==> src/rtl/sta_engine_param.sv <==
// Parametrised static-timing-analysis core: serially loads a DAG, relaxes arrival times for the
// longest or shortest START-to-END path, then streams the path delay and node sequence.
module sta_engine_param #(
    parameter int unsigned NODES = 16,
    parameter int unsigned EDGES = 32,
    parameter int unsigned DW    = 4,
    parameter int unsigned OW    = 8,
    parameter int unsigned START = 0,
    parameter int unsigned END   = 1
) (
    input  logic                     clk,
    input  logic                     rst_n,
    input  logic                     in_valid,
    input  logic                     mode,
    input  logic [DW-1:0]            delay,
    input  logic [$clog2(NODES)-1:0] source,
    input  logic [$clog2(NODES)-1:0] destination,
    output logic                     out_valid,
    output logic [OW-1:0]            worst_delay,
    output logic [$clog2(NODES)-1:0] path
);
    localparam int unsigned NW  = $clog2(NODES);
    localparam int unsigned EIW = $clog2(EDGES);
    localparam int unsigned EW  = $clog2(EDGES + 1);
    localparam int unsigned SW  = $clog2(NODES + 1);
    localparam logic [NW-1:0] S_NODE = NW'(START);
    localparam logic [NW-1:0] E_NODE = NW'(END);

    typedef enum logic [2:0] {IDLE, LOAD, RELAX, TRACE, OUT} state_e;

    state_e        state_q, state_d;
    logic          mode_q, mode_d;
    logic [EW-1:0] cnt_q, cnt_d;
    logic [EW-1:0] eidx_q, eidx_d;
    logic [SW-1:0] pass_q, pass_d;
    logic [SW-1:0] sp_q, sp_d;
    logic          chg_q, chg_d;
    logic          first_q, first_d;
    logic          unreach_q, unreach_d;
    logic [NW-1:0] cur_q, cur_d;
    logic          out_valid_q, out_valid_d;
    logic [OW-1:0] worst_q, worst_d;
    logic [NW-1:0] path_q, path_d;

    logic [DW-1:0]    dly_q  [NODES];
    logic [NW-1:0]    src_q  [EDGES];
    logic [NW-1:0]    dst_q  [EDGES];
    logic [OW-1:0]    arr_q  [NODES];
    logic [NW-1:0]    pred_q [NODES];
    logic [NW-1:0]    stk_q  [NODES];
    logic [NODES-1:0] vld_q;

    logic          ld_we_c, init_c, upd_c, push_c, better_c;
    logic [EW-1:0] ld_idx_c;
    logic [NW-1:0] rs_c, rt_c;
    logic [OW-1:0] cand_c;
    logic [SW-1:0] spm1_c;

    // One edge relaxed per cycle; self-loops and edges from unreached nodes never update
    always_comb begin
        rs_c     = src_q[eidx_q[EIW-1:0]];
        rt_c     = dst_q[eidx_q[EIW-1:0]];
        cand_c   = arr_q[rs_c] + OW'(dly_q[rt_c]);
        better_c = mode_q ? (cand_c < arr_q[rt_c]) : (cand_c > arr_q[rt_c]);
        upd_c    = (state_q == RELAX) && (eidx_q != cnt_q) && vld_q[rs_c] &&
                   (rs_c != rt_c) && (!vld_q[rt_c] || better_c);
        spm1_c   = sp_q - SW'(1);
    end

    always_comb begin
        state_d     = state_q;
        mode_d      = mode_q;
        cnt_d       = cnt_q;
        eidx_d      = eidx_q;
        pass_d      = pass_q;
        sp_d        = sp_q;
        chg_d       = chg_q;
        first_d     = first_q;
        unreach_d   = unreach_q;
        cur_d       = cur_q;
        out_valid_d = 1'b0;
        worst_d     = '0;
        path_d      = '0;
        ld_we_c     = 1'b0;
        ld_idx_c    = cnt_q;
        init_c      = 1'b0;
        push_c      = 1'b0;
        unique case (state_q)
            IDLE: begin
                if (in_valid) begin
                    state_d  = LOAD;
                    mode_d   = mode;
                    ld_we_c  = 1'b1;
                    ld_idx_c = '0;
                    cnt_d    = EW'(1);
                end
            end
            LOAD: begin
                if (in_valid) begin
                    if (cnt_q < EW'(EDGES)) begin
                        ld_we_c = 1'b1;
                        cnt_d   = cnt_q + EW'(1);
                    end
                end else begin
                    state_d   = RELAX;
                    init_c    = 1'b1;
                    eidx_d    = '0;
                    pass_d    = SW'(1);
                    chg_d     = 1'b0;
                    unreach_d = 1'b0;
                end
            end
            RELAX: begin
                // A full pass with no update means arrivals have converged
                if (eidx_q == cnt_q) begin
                    if (chg_q && (pass_q < SW'(NODES))) begin
                        eidx_d = '0;
                        chg_d  = 1'b0;
                        pass_d = pass_q + SW'(1);
                    end else begin
                        state_d = TRACE;
                        cur_d   = E_NODE;
                        sp_d    = '0;
                    end
                end else begin
                    eidx_d = eidx_q + EW'(1);
                    if (upd_c) begin
                        chg_d = 1'b1;
                    end
                end
            end
            TRACE: begin
                // END is pushed first, so popping yields START..END; unreachable END pushes only itself
                push_c = 1'b1;
                sp_d   = sp_q + SW'(1);
                if (!vld_q[E_NODE] || (cur_q == S_NODE) || (sp_q == SW'(NODES - 1))) begin
                    state_d   = OUT;
                    first_d   = 1'b1;
                    unreach_d = !vld_q[E_NODE];
                end else begin
                    cur_d = pred_q[cur_q];
                end
            end
            OUT: begin
                out_valid_d = 1'b1;
                path_d      = stk_q[spm1_c[NW-1:0]];
                if (first_q) begin
                    worst_d = unreach_q ? {OW{1'b1}} : arr_q[E_NODE];
                end
                first_d = 1'b0;
                sp_d    = spm1_c;
                if (sp_q == SW'(1)) begin
                    state_d = IDLE;
                end
            end
            default: state_d = IDLE;
        endcase
    end

    always_ff @(posedge clk or negedge rst_n) begin
        if (!rst_n) begin
            state_q     <= IDLE;
            mode_q      <= 1'b0;
            cnt_q       <= '0;
            eidx_q      <= '0;
            pass_q      <= '0;
            sp_q        <= '0;
            chg_q       <= 1'b0;
            first_q     <= 1'b0;
            unreach_q   <= 1'b0;
            cur_q       <= '0;
            out_valid_q <= 1'b0;
            worst_q     <= '0;
            path_q      <= '0;
        end else begin
            state_q     <= state_d;
            mode_q      <= mode_d;
            cnt_q       <= cnt_d;
            eidx_q      <= eidx_d;
            pass_q      <= pass_d;
            sp_q        <= sp_d;
            chg_q       <= chg_d;
            first_q     <= first_d;
            unreach_q   <= unreach_d;
            cur_q       <= cur_d;
            out_valid_q <= out_valid_d;
            worst_q     <= worst_d;
            path_q      <= path_d;
        end
    end

    // Graph storage, arrival/predecessor tables and the path stack
    always_ff @(posedge clk or negedge rst_n) begin
        if (!rst_n) begin
            for (int unsigned i = 0; i < NODES; i++) begin
                dly_q[i]  <= '0;
                arr_q[i]  <= '0;
                pred_q[i] <= '0;
                stk_q[i]  <= '0;
            end
            for (int unsigned j = 0; j < EDGES; j++) begin
                src_q[j] <= '0;
                dst_q[j] <= '0;
            end
            vld_q <= '0;
        end else begin
            if (ld_we_c) begin
                src_q[ld_idx_c[EIW-1:0]] <= source;
                dst_q[ld_idx_c[EIW-1:0]] <= destination;
                if (ld_idx_c < EW'(NODES)) begin
                    dly_q[ld_idx_c[NW-1:0]] <= delay;
                end
            end
            if (init_c) begin
                vld_q         <= '0;
                vld_q[S_NODE] <= 1'b1;
                arr_q[S_NODE] <= OW'(dly_q[S_NODE]);
            end
            if (upd_c) begin
                arr_q[rt_c]  <= cand_c;
                pred_q[rt_c] <= rs_c;
                vld_q[rt_c]  <= 1'b1;
            end
            if (push_c) begin
                stk_q[sp_q[NW-1:0]] <= cur_q;
            end
        end
    end

    assign out_valid   = out_valid_q;
    assign worst_delay = worst_q;
    assign path        = path_q;

endmodule

==> config.mk <==
export PLATFORM = sky130hd
export DESIGN_NAME = sta_engine_param
export DESIGN_NICKNAME = d
export VERILOG_FILES = /design/src/rtl/sta_engine_param.sv
export SDC_FILE = /design/constraint.sdc
export NUM_CORES = 1
export LEC_CHECK = 0
export ABC_AREA = 1
export ABC_CLOCK_PERIOD_IN_PS = 5550
export CAP_MARGIN = 20
export CELL_PAD_IN_SITES_DETAIL_PLACEMENT = 1
export CELL_PAD_IN_SITES_GLOBAL_PLACEMENT = 1
export CORE_MARGIN = 2
export CORE_UTILIZATION = 25
export CTS_CLUSTER_SIZE = 28
export DETAILED_ROUTE_END_ITERATION = 16
export HOLD_SLACK_MARGIN = 0.03
export PLACE_DENSITY_LB_ADDON = 0.1
export SLEW_MARGIN = 40
export SYNTH_ARGS = -nofsm -noshare
export SYNTH_HDL_FRONTEND = slang
export SYNTH_SLANG_ARGS = --single-unit
==> constraint.sdc <==
create_clock -name clk -period 5.55 [get_ports clk]
set_input_delay 0.555 -clock clk [delete_from_list [all_inputs] [get_ports clk]]
set_output_delay 0.555 -clock clk [all_outputs]
set_load 0.02 [all_outputs]
==> impl_metrics.json, run 1 <==
{
  "run_status": "finished with violations",
  "violations": "setup timing",
  "worstHoldStart": "pred_q[36]",
  "place.port_buffers": 28,
  "r2r_setup_slack_ns": -0.08,
  "detailedPlace.worstSlack_ns": -0.525,
  "synthesis.area_per_instance_um2": 7.71,
  "layout_common_cells": "sky130_fd_sc_hd__nand2_1 (1494), sky130_fd_sc_hd__dfrtp_1 (636), sky130_fd_sc_hd__o21ai_0 (490)",
  "place.gp.congestion": 0.805,
  "post-synth-top-area-fraction": 0.515,
  "vias_in_the_first_global_route": 29400,
  "path_clk_slew_ns": 0.06,
  "cp_required_ns": 6.17,
  "viasPerCell": 4.79,
  "grt_antenna_before_repair": 2,
  "cts_tree": "done",
  "std_cell_rows": 129,
  "worst-r2r-cell-count": 36,
  "rsz_0062_raised_after_global_routing": "yes",
  "nets": 4239,
  "cts_max_path_buffers": 3,
  "slew-limit-headroom": 0.453,
  "synth_nets": 4053,
  "route.vias.total": 28300,
  "r2r-end": "pred_q[24]",
  "hold_class": "reg2reg",
  "crit_fanout": 11,
  "maximum_number_of_pins_on_one_net_before_global_route_repair": 103,
  "synth_area_um2": 31000,
  "global_route.usage.total": 0.205,
  "setup_viol": 162,
  "post-place-cells": 5690,
  "dieArea_um2": 127000,
  "dp_hpwl_um": 85600,
  "crit_family": "simple AND/OR/NAND/NOR gates",
  "die-height_um": 356,
  "cpMaxStageDelayCell": "sky130_fd_sc_hd__dfrtp_4",
  "synthesis_warning_total": 0,
  "ys_top_cells_by_area": "sky130_fd_sc_hd__dfrtp_1 (52%), sky130_fd_sc_hd__nand2_1 (19%), sky130_fd_sc_hd__o21ai_0 (8.5%)",
  "core_area_um2": 123000,
  "top_level_ports": 29,
  "clk_latency_ns": 0.69,
  "area_growth_pct": 26.8,
  "timing.hold.worst_endpoint": "pred_q[36]",
  "initial_core_util": 0.251,
  "layout_commonest_cell": "sky130_fd_sc_hd__nand2_1",
  "period_share": 1.02,
  "route.detailed.wl_per_inst_um": 22.0,
  "timing.rr.start": "eidx_q[0]",
  "postRouteAntennaNets": 0,
  "drcViolationCount": 0,
  "drt_pass1_iterations": 5,
  "timing.setup.tns_ns": -5.26,
  "max_slew.worst_pin.slew_ns": 0.820,
  "maxClockFrequency_mhz": 177,
  "post_synthesis_register_bit_count": 638,
  "post_layout_nonfiller_instances": 5895,
  "hold_path_depth": 2,
  "post_synthesis_cells": 4015,
  "timing.critical_path.from_type": "register",
  "wire_length_of_the_first_global_routing_pass_um": 198000,
  "finalMaxSlewViolations": 0,
  "type_of_element_capturing_the_critical_path": "register",
  "critPathMaxStageDelay_ns": 0.51,
  "htree_num_levels": 3,
  "final_period_minus_worst_setup_slack_ns": 5.63,
  "clock_skew_ns": 0.0304,
  "crit_type": "reg2reg",
  "timing.final.hold_violations": 0,
  "routed_wl_um": 130000,
  "postLayoutSetupSlackWorst_ns": -0.0843,
  "share_of_cells_above_drive_strength_1": 0.162,
  "post_synth_num_cell_types": 41,
  "drt_first_iter_violations": 1778,
  "clk_root_buffer_cell": "sky130_fd_sc_hd__clkbuf_16",
  "clkSinkCount": 638,
  "cap_violations": 0,
  "critical_path.most_common_cell": "sky130_fd_sc_hd__nand2_1",
  "tritoncts.num_buffers": 85,
  "fp.dieW_um": 356,
  "cp.arrival_ns": 6.25,
  "proportion_of_synthesized_chip_area_in_sequential_cells": 0.515,
  "synth_top_cell_by_area": "sky130_fd_sc_hd__dfrtp_1",
  "cp.buffers_inverters": 11,
  "globalRoute.totalOverflow": 0
}
==> registers in the layout (all words and copies together) (netlist names), 5 cells and up <==
register     flops
eidx_q           6
sp_q             5
dly_q           64
stk_q           64
vld_q           16
dst_q          128
worst_delay      8
pred_q          64
pass_q           5
src_q          128
cnt_q            6
arr_q          128
==> cell usage after synthesis <==
| cell type | count |
|---|---|
| sky130_fd_sc_hd__nand2_1 | 1594 |
| sky130_fd_sc_hd__dfrtp_1 | 638 |
| sky130_fd_sc_hd__o21ai_0 | 525 |
| sky130_fd_sc_hd__nand3_1 | 311 |
| sky130_fd_sc_hd__nor2_1 | 188 |
| sky130_fd_sc_hd__inv_1 | 151 |
| sky130_fd_sc_hd__clkbuf_1 | 141 |
| sky130_fd_sc_hd__a21oi_1 | 92 |
| sky130_fd_sc_hd__o22ai_1 | 88 |
| sky130_fd_sc_hd__buf_2 | 67 |
| sky130_fd_sc_hd__a22oi_1 | 21 |
| sky130_fd_sc_hd__ha_1 | 21 |
| sky130_fd_sc_hd__buf_4 | 17 |
| sky130_fd_sc_hd__nand4_1 | 15 |
| sky130_fd_sc_hd__nor3_1 | 15 |
| sky130_fd_sc_hd__nand2_2 | 14 |
| sky130_fd_sc_hd__o211ai_1 | 13 |
| sky130_fd_sc_hd__buf_1 | 11 |
| sky130_fd_sc_hd__o221ai_1 | 11 |
| sky130_fd_sc_hd__buf_6 | 10 |
| sky130_fd_sc_hd__o21ai_1 | 9 |
| sky130_fd_sc_hd__clkinv_1 | 8 |
| sky130_fd_sc_hd__inv_2 | 8 |
| sky130_fd_sc_hd__xor2_1 | 6 |
| sky130_fd_sc_hd__a221oi_1 | 5 |
| sky130_fd_sc_hd__nor2_2 | 5 |
| sky130_fd_sc_hd__nor2_4 | 5 |
| sky130_fd_sc_hd__o22ai_2 | 5 |
| sky130_fd_sc_hd__a32o_1 | 4 |
| sky130_fd_sc_hd__nor4_1 | 3 |
| sky130_fd_sc_hd__nand2_4 | 2 |
| sky130_fd_sc_hd__nand3b_1 | 2 |
| sky130_fd_sc_hd__xnor2_1 | 2 |
| sky130_fd_sc_hd__a2111oi_0 | 1 |
| sky130_fd_sc_hd__a211o_1 | 1 |
| sky130_fd_sc_hd__a211oi_1 | 1 |
| sky130_fd_sc_hd__a31oi_1 | 1 |
| sky130_fd_sc_hd__and2_1 | 1 |
| sky130_fd_sc_hd__fa_1 | 1 |
| sky130_fd_sc_hd__o211ai_2 | 1 |
| sky130_fd_sc_hd__or2_2 | 1 |
==> worst max-delay path by stage <==
| stage | slack, ns | depth (start not counted) | to | from |
|---|---|---|---|---|
| after floorplan | 0.002 | 41 | arr_q[34] | eidx_q[0] |
| after global placement | -0.48 | 38 | arr_q[63] | eidx_q[1] |
| after detailed placement | -0.53 | 38 | arr_q[60] | eidx_q[1] |
| after CTS | 0.003 | 38 | arr_q[67] | eidx_q[0] |
| after global routing | -0.45 | 40 | arr_q[2] | eidx_q[0] |
| final | -0.08 | 36 | pred_q[24] | eidx_q[0] |
==> worst reg2reg max path: cells and delay by family (launching register included) <==
kind	cells	cell delay [ns]
and+or+nand+nor	18	2.10
DFF	1	0.51
buffers and inverters	11	1.65
adders and majority gates	2	0.69
AOI/OAI and AO/OA	5	0.59
==> kinds of logic after synthesis <==
family | Yosys count | synth area share
compound gates | 778 | 0.136
xor+xnor | 8 | 0.00226
fa+ha+maj | 22 | 0.00913
buf+inv | 413 | 0.0572
flops | 638 | 0.515
simple gates | 2156 | 0.280
==> timing repair <==
item                                   4_1_cts  5_1_grt
setup buffers                               35       11
setup endpoints to repair                  209      209
hold buffers                                 1        0
gates resized for setup                    208      182
endpoints found under the hold margin       73        0
gates cloned                                10        8
pin swaps                                   34       52
==> layout make-up <==
type	instances	area, µm²
Antenna cell	1	2.50
Multi-Input combinational cell	2966	14300
Clock buffer	129	2490
Fill cell	14600	84100
Tap cell	1637	2050
Timing Repair Buffer	342	3630
Sequential cell	638	16000
Clock inverter	14	154
Timing Repair inverter	1	11.3
Inverter	167	696
==> metrics by stage <==
step	util	instance area (µm²)	hold WS, ns
2_1_floorplan	-	31000	0.259
3_3_place_gp	0.280	34500	0.451
3_5_place_dp	0.280	34600	0.457
4_1_cts	0.312	38500	0.462
5_1_grt	0.318	39300	0.487
6_report	0.318	39300	0.466
==> layer usage <==
metal	track usage	wire length, µm	up-vias
li1	-	-	13500
met1	0.298	64500	14200
met3	0.0276	4500	151
met2	0.322	58200	392
met4	0.0448	2770	0
met5	0	0	-
Power of run 1 is not shown: default switching activity piles up to over one toggle a cycle in this logic, so the estimate is an artifact.
==> run 2: changes to the inputs <==
--- a/config.mk
+++ b/config.mk
@@ -16,6 +16,8 @@
 export DETAILED_ROUTE_END_ITERATION = 16
 export HOLD_SLACK_MARGIN = 0.03
 export PLACE_DENSITY_LB_ADDON = 0.1
+export RECOVER_POWER = 50
+export SKIP_LAST_GASP = 1
 export SLEW_MARGIN = 40
 export SYNTH_ARGS = -nofsm -noshare
 export SYNTH_HDL_FRONTEND = slang
==> impl_metrics.json, run 2 (synthesis gave the netlist of run 1 again) <==
{
  "setup_viol": 158,
  "crit_fanout": 12,
  "die-height_um": 356,
  "vias_in_the_first_global_route": 29400,
  "cpMaxStageDelayCell": "sky130_fd_sc_hd__dfrtp_4",
  "top_level_ports": 29,
  "postRouteAntennaNets": 0,
  "cts_tree": "done",
  "clock_skew_ns": 0.0305,
  "violations": "capacitance limit, slew limit, setup timing",
  "hold_class": "reg2reg",
  "top_regs": "arr_q: 128 flops, dst_q: 128 flops, src_q: 128 flops",
  "core_area_um2": 123000,
  "fp.dieW_um": 356,
  "cts_max_path_buffers": 3,
  "place.port_buffers": 28,
  "dieArea_um2": 127000,
  "layout_commonest_cell": "sky130_fd_sc_hd__nand2_1",
  "fin_area_um2": 39200,
  "maxClockFrequency_mhz": 178,
  "dpl-instance-area_um2": 34600,
  "maximum_number_of_pins_on_one_net_before_global_route_repair": 103,
  "std_cell_rows": 129,
  "finalMaxSlewViolations": 77,
  "critical_path.most_common_cell": "sky130_fd_sc_hd__nand2_1",
  "route.detailed.wl_per_inst_um": 22.0,
  "postLayoutSetupSlackWorst_ns": -0.0807,
  "global_route.usage.total": 0.205,
  "route.vias.total": 28300,
  "wire_length_of_the_first_global_routing_pass_um": 198000,
  "run_status": "finished with violations",
  "clkSinkCount": 638,
  "globalRoute.totalOverflow": 0,
  "viasPerCell": 4.81,
  "dp_hpwl_um": 85600,
  "nets": 4239,
  "layout_common_cells": "sky130_fd_sc_hd__nand2_1 (1496), sky130_fd_sc_hd__dfrtp_1 (636), sky130_fd_sc_hd__o21ai_0 (490)",
  "period_share": 1.01,
  "slew-limit-headroom": -1.83,
  "max_slew.worst_pin.slew_ns": 4.24,
  "critPathMaxStageDelay_ns": 0.51,
  "tritoncts.num_buffers": 85,
  "grt_antenna_before_repair": 2,
  "timing.critical_path.from_type": "register",
  "type_of_element_capturing_the_critical_path": "register",
  "area_growth_pct": 26.6,
  "detailedPlace.worstSlack_ns": -0.525,
  "initial_core_util": 0.251,
  "routed_wl_um": 130000,
  "cp.arrival_ns": 6.25,
  "path_clk_slew_ns": 0.06,
  "cap_violations": 1,
  "rsz_0062_raised_after_global_routing": "yes",
  "share_of_cells_above_drive_strength_1": 0.161,
  "final_period_minus_worst_setup_slack_ns": 5.63,
  "timing.final.hold_violations": 0,
  "drt_pass1_iterations": 5,
  "clk_latency_ns": 0.69,
  "clk_root_buffer_cell": "sky130_fd_sc_hd__clkbuf_16",
  "cp_required_ns": 6.16,
  "crit_type": "reg2reg",
  "drt_first_iter_violations": 1811,
  "htree_num_levels": 3,
  "place.gp.congestion": 0.805,
  "hold_path_depth": 2,
  "worst-r2r-cell-count": 35,
  "drcViolationCount": 0
}
==> run 2: cell count changes in the layout (fill, tap and decap cells not counted) <==
cell                             delta
sky130_fd_sc_hd__clkbuf_1           +2
sky130_fd_sc_hd__nand2_4            -1
sky130_fd_sc_hd__buf_8              -1
sky130_fd_sc_hd__dlymetal6s4s_1     +1
sky130_fd_sc_hd__buf_4              -3
sky130_fd_sc_hd__buf_6              +1
sky130_fd_sc_hd__buf_12             -2
sky130_fd_sc_hd__nand2_2            -1
sky130_fd_sc_hd__diode_2            +1
sky130_fd_sc_hd__nand2_1            +2
sky130_fd_sc_hd__clkbuf_2           +2
==> run 2: final cells by class <==
| type | instances | area [µm²] |
|---|---|---|
| Fill cell | 14600 | 84100 |
| Timing Repair inverter | 1 | 11.3 |
| Inverter | 167 | 696 |
| Antenna cell | 2 | 5.00 |
| Clock inverter | 14 | 154 |
| Tap cell | 1637 | 2050 |
| Sequential cell | 638 | 16000 |
| Multi-Input combinational cell | 2966 | 14200 |
| Clock buffer | 129 | 2490 |
| Timing Repair Buffer | 342 | 3590 |
==> run 2: layer usage <==
metal  global-route usage  up-vias  share of wire
met3               0.0276      152          0.033
met1                0.298    14300           0.50
met5                    0        -              0
met2                0.322      379           0.45
li1                     -    13500              -
met4               0.0448        0          0.021
==> run 2: what timing repair did <==
| item | in CTS | in global routing |
|---|---|---|
| hold buffers | 1 | 0 |
| buffers inserted | 35 | 11 |
| hold endpoints to repair | 73 | 0 |
| cloned | 10 | 8 |
| gates resized for setup | 208 | 178 |
| endpoints found under the setup margin | 209 | 209 |
| pin swaps | 34 | 52 |
==> run 2: per-stage QoR <==
step	hold slack [ns]	utilization	setup TNS [ns]	cells
after floorplan	0.259	-	0	4015
after global placement	0.451	0.280	-82.77	5689
after detailed placement	0.457	0.280	-92.96	5690
after CTS	0.462	0.312	0	5878
after global routing	0.487	0.318	-81.60	5894
final	0.466	0.318	-4.81	5896
==> run 2: path summary, 6_finish.rpt <==
path,start,to,slack [ns]
setup / recovery,eidx_q[0],pred_q[24],-0.08
min in group asynchronous,rst_n,stk_q[42],2.08
max in group asynchronous,rst_n,vld_q[11],0.77
hold reg to reg,pred_q[36],pred_q[36],0.47
hold / removal,pred_q[36],pred_q[36],0.47
setup reg to reg,eidx_q[0],pred_q[24],-0.08
==> run 2: worst max-delay path: cells and delay by family, from the launching register on <==
family,cells,cell delay (ns)
buffers and inverters,11,1.45
flip-flops,1,0.51
AO/OA/AOI/OAI,5,0.89
AND/OR/NAND/NOR,17,2.00
adder cells (fa/ha/maj),2,0.70
Power of run 2 is left out for the same reason.
